## config.mk

```make
export PLATFORM = sky130hd
export DESIGN_NAME = rr_arbiter_router
export DESIGN_NICKNAME = d
export VERILOG_FILES = /design/src/rtl/rr_arbiter_router.sv
export SDC_FILE = /design/constraint.sdc
export NUM_CORES = 1
export LEC_CHECK = 0
export ABC_AREA = 1
export CORE_ASPECT_RATIO = 0.7
export CORE_MARGIN = 2
export CORE_UTILIZATION = 46
export DETAILED_ROUTE_END_ITERATION = 10
export GPL_TIMING_DRIVEN = 0
export PLACE_DENSITY_LB_ADDON = 0.15
export RECOVER_POWER = 100
export SLEW_MARGIN = 25
export SYNTH_ARGS = -nofsm -noshare
export SYNTH_HDL_FRONTEND = slang
export SYNTH_SLANG_ARGS = --single-unit
```

## constraint.sdc

```tcl
create_clock -name clk -period 5.7 [get_ports clk]
set_input_delay 1.14 -clock clk [delete_from_list [all_inputs] [get_ports clk]]
set_output_delay 1.14 -clock clk [all_outputs]
set_load 0.1 [all_outputs]
```

## src/rtl/rr_arbiter_router.sv

```systemverilog
// Round-robin ingress-to-egress router: pops one word from a non-empty ingress FIFO and pushes it to the egress FIFO named by its dest field.
// Latency: pop 1 cycle after selection, push 2 cycles after pop; at most one word per 2 cycles.
// Backpressure: new selections are held off while any egress almost_full is set; an in-flight transfer always completes.
module rr_arbiter_router #(
    parameter int WORD_SIZE = 6,
    parameter int NUM_PORTS = 4
) (
    input  logic                           clk,
    input  logic                           reset_L,
    input  logic [NUM_PORTS-1:0]           fifo_empty_in,
    input  logic [NUM_PORTS*WORD_SIZE-1:0] fifo_data_in,
    input  logic [NUM_PORTS-1:0]           almost_full_out,
    input  logic                           enable,
    output logic [NUM_PORTS-1:0]           pop,
    output logic [NUM_PORTS-1:0]           push,
    output logic [WORD_SIZE-1:0]           data_out,
    output logic [1:0]                     grant,
    output logic                           idle
);

    typedef enum logic [1:0] {
        IDLE    = 2'd0,
        POP     = 2'd1,
        CAPTURE = 2'd2
    } state_t;

    state_t                 state;
    logic [1:0]             rr_ptr;
    logic [NUM_PORTS-1:0]   req;
    logic                   go;
    logic [1:0]             scan_base;
    logic [1:0]             scan_idx;
    logic [1:0]             sel;
    logic [WORD_SIZE-1:0]   cap_word;

    function automatic logic [NUM_PORTS-1:0] onehot(input logic [1:0] idx);
        onehot = {{(NUM_PORTS-1){1'b0}}, 1'b1} << idx;
    endfunction

    assign req = ~fifo_empty_in;
    assign go  = enable & ~|almost_full_out & |req;

    // In CAPTURE rr_ptr is being updated on the same edge, so scan from grant+1 directly.
    always_comb begin
        scan_base = (state == CAPTURE) ? grant + 2'd1 : rr_ptr;
        scan_idx  = '0;
        sel       = scan_base;
        for (int k = NUM_PORTS - 1; k >= 0; k--) begin
            scan_idx = scan_base + 2'(k);
            if (req[scan_idx]) begin
                sel = scan_idx;
            end
        end
    end

    always_comb begin
        cap_word = '0;
        for (int i = 0; i < NUM_PORTS; i++) begin
            if (grant == 2'(i)) begin
                cap_word = fifo_data_in[i*WORD_SIZE +: WORD_SIZE];
            end
        end
    end

    always_ff @(posedge clk or negedge reset_L) begin
        if (!reset_L) begin
            state    <= IDLE;
            rr_ptr   <= 2'd0;
            pop      <= '0;
            push     <= '0;
            data_out <= '0;
            grant    <= 2'd0;
            idle     <= 1'b1;
        end else begin
            push <= '0;
            case (state)
                IDLE: begin
                    if (go) begin
                        grant <= sel;
                        pop   <= onehot(sel);
                        idle  <= 1'b0;
                        state <= POP;
                    end else begin
                        pop   <= '0;
                        idle  <= 1'b1;
                    end
                end
                POP: begin
                    pop   <= '0;
                    state <= CAPTURE;
                end
                CAPTURE: begin
                    data_out <= cap_word;
                    push     <= onehot(cap_word[WORD_SIZE-1:WORD_SIZE-2]);
                    rr_ptr   <= grant + 2'd1;
                    if (go) begin
                        grant <= sel;
                        pop   <= onehot(sel);
                        state <= POP;
                    end else begin
                        pop   <= '0;
                        idle  <= 1'b1;
                        state <= IDLE;
                    end
                end
                default: begin
                    pop   <= '0;
                    idle  <= 1'b1;
                    state <= IDLE;
                end
            endcase
        end
    end

endmodule

```

Yosys cells after proc, flatten, opt, wreduce, memory -nomap -nowiden:

Cells that the tools add are included.

* bits in registers: 21
* latch bits: 0
* bits in writable memories: 0
* ROM bits: 0
* input port bits: 35
* output and inout port bits: 17
* word-level logic and storage cells: 62
* memories kept: 0

* add/sub/neg operators: 4
* $mul: 0
* divide/modulo/power cells: 0
* order comparisons: 4
* equal/unequal tests: 7
* shifts and indexed selects: 2
* multiplexer cells: 26
* bitwise logic cells: 4
* reductions and logical operators: 8

Operator list (count)
* $mux 6: 4
* $lt 2x3->1 const B: 4
* $mux 2: 6
* $mux 4: 3
* $bmux 1 s2: 4
* $reduce_or 4->1: 2
* $shl 1x2->4 const A: 2
* $mux 1: 7
* $eq 2x2->1 const B: 3
* $pmux 2 s3: 1
* $add 2x1->2 const B: 2
* $add 2x2->2 const B: 2
* $eq 2x1->1 const B: 2
* $logic_not 2->1: 2
* $ne 2x2->1 const B: 2
* $not 4->4: 1
* $reduce_and 2->1: 2
* $pmux 1 s3: 1
* $and 1x1->1: 2
* $reduce_or 2->1: 1
* $logic_not 1->1: 1
* $not 1->1: 1

Logic depth before layout (Yosys ltp):

Gate-level depths: netlist of the first run.

* word-level depth: 12
* gate-level depth with buffers: 16
* mapped depth without buffers: 15

Least setup slack after synthesis of the first run:

Ideal clock, no wire load.

* path kind: reg-to-reg
* from: register grant[0]
* to: register grant[0]
* setup time: 0.127 ns
* data arrival time: 2.463 ns
* required time: 5.573 ns
* setup slack: 3.110 ns
* cell stages (with the launch flop): 16
* clock period less this slack: 2.590 ns
* cells stage by stage: dfrtp_1 -> inv_1 -> ha_1 -> nand3b_1 -> nand2_4 -> nand2_2 -> nand2_4 -> nand2_2 -> nand2_1 -> nand2_1 -> nand2_1 -> nand2_1 -> nand2_2 -> nand2_2 -> nand2_4 -> o21ai_2

* longest elaborated chain between the ends: 9

Ends and longest elaborated chain
* from (decl): RTL line 17 `output logic [1:0] grant,`
* from (signal assigned): RTL line 79 `grant <= sel;`
* from (signal assigned): RTL line 97 `grant <= sel;`
* $add 2x1->2 (*): RTL line 45 `scan_base = (state == CAPTURE) ? grant + 2'd1 : rr_ptr;`
* $mux 2 (*)
* $add 2x2->2: RTL line 49 `scan_idx = scan_base + 2'(k);`
* $bmux 1 s2: RTL line 50 `if (req[scan_idx]) begin`
* $mux 1 (not written as such): RTL line 50
* $mux 2 (3 in series): RTL line 50
* $mux 2 (*): RTL line 50

Every way passes the cells marked *; elsewhere a longest branch is shown, timed or not. The select of a mux whose other input is x is not followed.
A chain may end at the register's enable or synchronous reset.

Worst setup path in the final report of the first run:

* from: register idle
* to: output port idle

RTL lines
* from (decl): RTL line 18 `output logic idle`
* from (signal assigned): RTL line 73 `idle <= 1'b1;`
* from (signal assigned): RTL line 81 `idle <= 1'b0;`
* from (signal assigned): RTL line 85 `idle <= 1'b1;`

No word-level cell between the ends.

==> metrics.md, run 1 <==
| Metric | Value |
|---|---|
| Status | `complete, no violations` |
| IO Count | `between 50 and 60` |
| Worst slew pin tran | `1.11 ns` |
| Most used DFF post-synth | `dfrtp_1` |
| Cell-internal power | `0.000397 W` |
| Register share of total power | `0.228` |
| Reg clk slew, reported paths | `about 0.07 ns` |
| Worst-path maximum fanout | `3` |
| TNS Setup | `0 ns` |
| Share of cells above drive strength 1 | `0.126` |
| Clock H-tree levels | `1` |
| Cell taking the most area after synthesis | `dfrtp_1` |
| Mapped cell area | `between 1000 and 1500 um2` |
| Tcrit/Tclk final | `0.551` |
| TritonCTS clock tree | `built` |
| Setup crit end kind | `primary output` |
| Syn nets | `between 150 and 200` |
| Startpoint types | `register` |
| Final Wtd Congestion | `about 0.90` |
| Worst-path cell chain | `dlygate4sd3_1` |
| Final min period | `about 3.1 ns` |
| Placed cell count | `approximately 250` |
| Max clock buf depth | `2` |
| Largest net degree at the start of global routing | `22` |
| Pwr Density | `476 nW/um2` |
| Achievable frequency | `roughly 0.32 GHz` |
| CP peak stage delay | `about 1.2 ns` |
| Synth async-reset ratio | `1.00` |
| Switching pwr | `0.000495 W` |
| Post-Synthesis Cells | `between 150 and 200` |
| Max Slew Vio Count | `0` |
| Most common cell in the synthesized netlist | `nand2_1` |
| Grt ovf | `0` |
| HP Class | `register to register` |
| CTS Buf Count | `3` |
| Num rows | `16` |
| Critical Path Slowest Stage Cell | `dlygate4sd3_1` |
| Die Y | `~50 um` |
| Final setup violation count | `0` |
| # diodes | `0` |
| Final net count | `~250` |
| Port Buffers | `about 50` |
| Max-cap violations | `0` |
| Synth Register Bits | `21` |
| Vias per cell | `between 5 and 6` |
| Worst skew pair latency | `0.27 ns` |
| Post-route ant nets | `0` |
| Die Wd | `approximately 68 um` |
| Crit path buf inv count | `1` |
| Vias in the first global route | `1259` |
| RSZ-0062 raised after global routing | `false` |
| Most frequent cells after synthesis | `nand2_1, dfrtp_1, inv_1, nor2_1, nand3_1` |
| DRT Pass-1 Iters | `4` |
| Post-cts gate resize count | `0` |
| WS Path Type | `register to primary output` |
| VDD IR max | `around 0.00031 V` |
| Starting Density | `0.477` |
| Hold_ws | `0.495 ns` |
| Non-filler instance count after layout | `250` |
| CP arrival | `approximately 2.0 ns` |
| Post-synth top area share | `0.383` |
| Detailed-route via count | `roughly 1300` |
| Layout Skew | `between 0.007 and 0.008 ns` |
| Final core utilization | `0.684` |
| Clock network fraction of total power | `0.112` |
| Die area | `about 3300 um2` |
| Slew HR | `0.260` |
| Final Hold Viols | `0` |
| Sw Share | `0.555` |
| Clk root buf | `clkbuf_8` |
| Wirelength per Cell | `between 10 and 15 um` |
| Hold buffers post-CTS | `0` |
| Netlist cell types | `28` |
| First-pass GRT wire length | `5580 um` |
| Register area share after synthesis | `0.403` |
| Comb power frac | `0.660` |
| Setup bufs post-CTS | `0` |
| Top cells by area, synth | `dfrtp_1, nand2_1, nand2_4` |
| Tot GR Track Use | `0.226` |
| Number of synthesized flops with an enable pin | `0` |
| Post-Syn Area per Cell | `approximately 8 um2` |
| Core area | `around 2700 um2` |
| Area growth from synthesis to layout | `43.5%` |
| Initial antenna violation count | `0` |
| Sink Count | `21` |
| CP top delay family | `buffers and inverters` |
| Req. time, crit path | `around 4.6 ns` |
| YS warnings | `0` |
| DRC Markers | `0` |
| Routed WL | `between 3000 and 4000 um` |
| Leakage Power | `roughly 0.93 nW` |
| DR iter-0 viols | `70` |
| HPWL Detailed | `approximately 2700 um` |
==> cells by family (layout without fill, tap and decap cells) <==
logic type               count (synthesis)  count (layout)  synth area share
flip-flops                              21              21             0.403
AO/OA/AOI/OAI                           28              28             0.146
AND/OR/NAND/NOR                         84              84             0.337
buffers and inverters                   22              77            0.0756
adder cells (fa/ha/maj)                  4               4            0.0383
==> cell type report <==
class | instances | area (um2)
tap | 36 | 45.0
buffer | 4 | 31.3
clock inverter | 1 | 5.00
clock buffer | 3 | 41.3
multi-input combinational | 116 | 656
fill | 214 | 866
timing repair buffer | 51 | 504
inverter | 18 | 67.6
sequential | 21 | 527
==> sequential cells by signal (all words and copies together) (netlist names) <==
register / count
grant: 2
data_out: 6
push: 4
state: 2
rr_ptr: 2
idle: 1
pop: 4
==> layout by cell type, fill, tap and decap left out, drive strengths merged, types with 2 or more instances in the layout <==
| cell type | Yosys | layout |
|---|---|---|
| a221o | 4 | 4 |
| dfrtp | 20 | 20 |
| dlygate4sd3 | 0 | 23 |
| nor3 | 2 | 2 |
| nand3 | 11 | 11 |
| clkdlybuf4s50 | 0 | 27 |
| nor2 | 18 | 18 |
| nand2 | 50 | 50 |
| a21oi | 11 | 11 |
| buf | 3 | 3 |
| inv | 18 | 18 |
| o211ai | 4 | 4 |
| clkbuf | 1 | 5 |
| o21ai | 6 | 6 |
| ha | 4 | 4 |
==> power by group through the flow <==
stage | registers (W) | clock network, W | logic (W)
after floorplan | 0.000388 | 0 | 0.000278
after global placement | 0.000205 | 0 | 0.000589
after detailed placement | 0.000207 | 0 | 0.000609
after CTS | 0.000205 | 0.000101 | 0.000611
after global routing | 0.000207 | 0.000110 | 0.000639
final | 0.000204 | 0.0000996 | 0.000589
==> stage by stage <==
stage                     instance area, um2  setup WS [ns]  total power [W]
after detailed placement                1860           2.91         0.000817
after CTS                               1910           2.62         0.000917
after global placement                  1860           2.92         0.000794
final                                   1880           2.56         0.000893
after global routing                    1880           2.50         0.000956
after floorplan                         1310           3.11         0.000666
==> path summary, 6_finish.rpt <==
path / startpoint / to / slack (ns) / depth (start not counted)
worst max register to register: grant[1] / push[3] / 3.57 / 7
worst max-delay path: idle / idle / 2.56 / 1
min in group asynchronous: reset_L / data_out[1] / 1.05 / 1
worst min register to register: idle / idle / 0.49 / 2
worst min-delay path: idle / idle / 0.49 / 2
max in group asynchronous: reset_L / push[2] / 3.97 / 1
==> layer usage <==
layer	global-route usage	wire, um
met4	0.0442	29
met5	0	0
met2	0.363	1590
met3	0.0651	196
met1	0.302	1470
Power figures use the tool's default switching activity.
==> run 2, diff against run 1 <==
Settings changed: CORE_UTILIZATION 46 to 43.
Clock period 5.7 ns to 2.9 ns, I/O delays scaled along.
==> run 2 against run 1 <==
Net effect: flip-flop and latch count unchanged; critical path type unchanged; clock skew down 0.0013 ns; global-route usage down 2.9 points; sequential power up 94%; cell area down 0.33%.
==> metrics.md, run 2 (synthesis gave the netlist of run 1 again) <==
| Metric | Value |
|---|---|
| Status | `complete, no violations` |
| RSZ-0062 raised after global routing | `false` |
| Max clock buf depth | `2` |
| Clock H-tree levels | `1` |
| Most frequent cells in the layout | `nand2_1, clkdlybuf4s50_1, dfrtp_1, dlygate4sd3_1` |
| Leakage Power | `approximately 0.92 nW` |
| Register area | `527 um2` |
| Num rows | `16` |
| Clk root buf | `clkbuf_8` |
| VDD IR max | `between 0.0007 and 0.0008 V` |
| Startpoint types | `register` |
| Port Buffers | `51` |
| Worst skew pair latency | `~0.26 ns` |
| Area growth from synthesis to layout | `43.1%` |
| Post-cts gate resize count | `0` |
| Final core utilization | `0.658` |
| Worst-path cell chain | `dlygate4sd3_1` |
| Largest net degree at the start of global routing | `22` |
| CTS Buf Count | `3` |
| Tot GR Track Use | `0.197` |
| Grt ovf | `0` |
| CP peak stage delay | `1.20 ns` |
| Reg with most FFs | `data_out` |
| Final Wtd Congestion | `around 0.90` |
| First-pass GRT wire length | `about 5500 um` |
| Die area | `around 3500 um2` |
| Req. time, crit path | `about 2.3 ns` |
| # diodes | `0` |
| CP arrival | `approximately 2.0 ns` |
| IO Count | `52` |
| Cell-internal power | `0.000779 W` |
| Share of cells above drive strength 1 | `0.121` |
| Multi-input gate area | `about 650 um2` |
| Wirelength per Cell | `about 13 um` |
| Setup crit end kind | `primary output` |
| HPWL Detailed | `between 2000 and 3000 um` |
| Hold buffers post-CTS | `0` |
| Vias in the first global route | `1193` |
| Regs by FF count | `data_out x6, pop x4, push x4` |
| Critical Path Slowest Stage Cell | `dlygate4sd3_1` |
| Starting Density | `0.460` |
| Switching pwr | `around 0.00096 W` |
| WS Path Type | `register to primary output` |
| TritonCTS clock tree | `built` |
| DRT Pass-1 Iters | `4` |
| DRC Markers | `0` |
| Routed WL | `3220 um` |
| Worst slew pin tran | `~1.1 ns` |
| Sink Count | `21` |
| Reg clk slew, reported paths | `0.07 ns` |
| Initial antenna violation count | `0` |
| DR iter-0 viols | `77` |
| Most common cell after layout, fill and taps aside | `nand2_1` |
| CP top delay family | `buffers and inverters` |
| Die Wd | `~70 um` |
| Detailed-route via count | `1256` |
| Die Y | `50.1 um` |
| Setup bufs post-CTS | `0` |
| Achievable frequency | `about 0.39 GHz` |
| Levels on crit path | `1` |
| Final setup violation count | `0` |
| Fillers | `around 240` |
| Final Hold Viols | `0` |
| Vias per cell | `approximately 5.0` |
| Max Slew Vio Count | `0` |
| Final min period | `around 2.6 ns` |
| Hold Path Stages | `2` |
| TNS Setup | `0 ns` |
| Slew HR | `0.254` |
| Post-route ant nets | `0` |
| Tcrit/Tclk final | `0.891` |
| R2R depth | `15` |
| Crit path buf inv count | `1` |
| Clock network fraction of total power | `0.112` |
| Register share of total power | `0.228` |
| Sw Share | `0.552` |
| Final net count | `254` |
| Max reg flops | `6` |
| Layout Skew | `about 0.0066 ns` |
| Pwr Density | `slightly above 900 nW/um2` |
| Worst-path maximum fanout | `3` |
| Core area | `roughly 2800 um2` |
| Max-cap violations | `0` |
| Comb power frac | `0.660` |
| HP Class | `register to register` |
-- run 2: cell type report --
type                            count  share of cell area
Clock buffer                        3              0.0221
Sequential cell                    21               0.282
Clock inverter                      1             0.00268
Timing Repair Buffer               51               0.270
Tap cell                           36              0.0241
Inverter                           18              0.0361
Multi-Input combinational cell    116               0.347
Buffer                              4              0.0167
-- run 2: layer usage --
layer / wire length [um] / global-route usage / vias to the layer above / part of all wire
met4: 8 / 0.0288 / 0 / 0.0025
met5: 0 / 0 / - / 0
met1: 1490 / 0.288 / 572 / 0.46
met2: 1490 / 0.305 / 47 / 0.46
met3: 229 / 0.0502 / 2 / 0.071
li1: - / - / 635 / -
-- run 2: path summary, 6_finish.rpt --
path	startpoint	endpoint	slack, ns
setup / recovery	idle	idle	0.32
hold / removal	data_out[4]	data_out[4]	0.49
setup reg to reg	grant[0]	pop[1]	0.69
hold reg to reg	data_out[4]	data_out[4]	0.49
max in group asynchronous	reset_L	grant[0]	1.72
min in group asynchronous	reset_L	data_out[0]	0.50
-- run 2: through the flow --
stage	hold slack (ns)	cells	power (W)	instance area [um2]	setup WS (ns)
after global placement	0.469	246	0.00156	1860	0.674
after detailed placement	0.465	246	0.00159	1860	0.667
after global routing	0.527	250	0.00186	1870	0.279
after floorplan	0.284	159	0.00131	1310	0.310
final	0.485	250	0.00174	1870	0.317
after CTS	0.494	250	0.00180	1910	0.378
-- run 2: power groups by stage --
stage	registers, W	clock network (W)	logic (W)
floorplan	0.000763	0	0.000547
global placement	0.000403	0	0.00116
detailed placement	0.000403	0	0.00119
CTS	0.000399	0.000200	0.00120
global route	0.000407	0.000215	0.00124
finish	0.000396	0.000195	0.00115
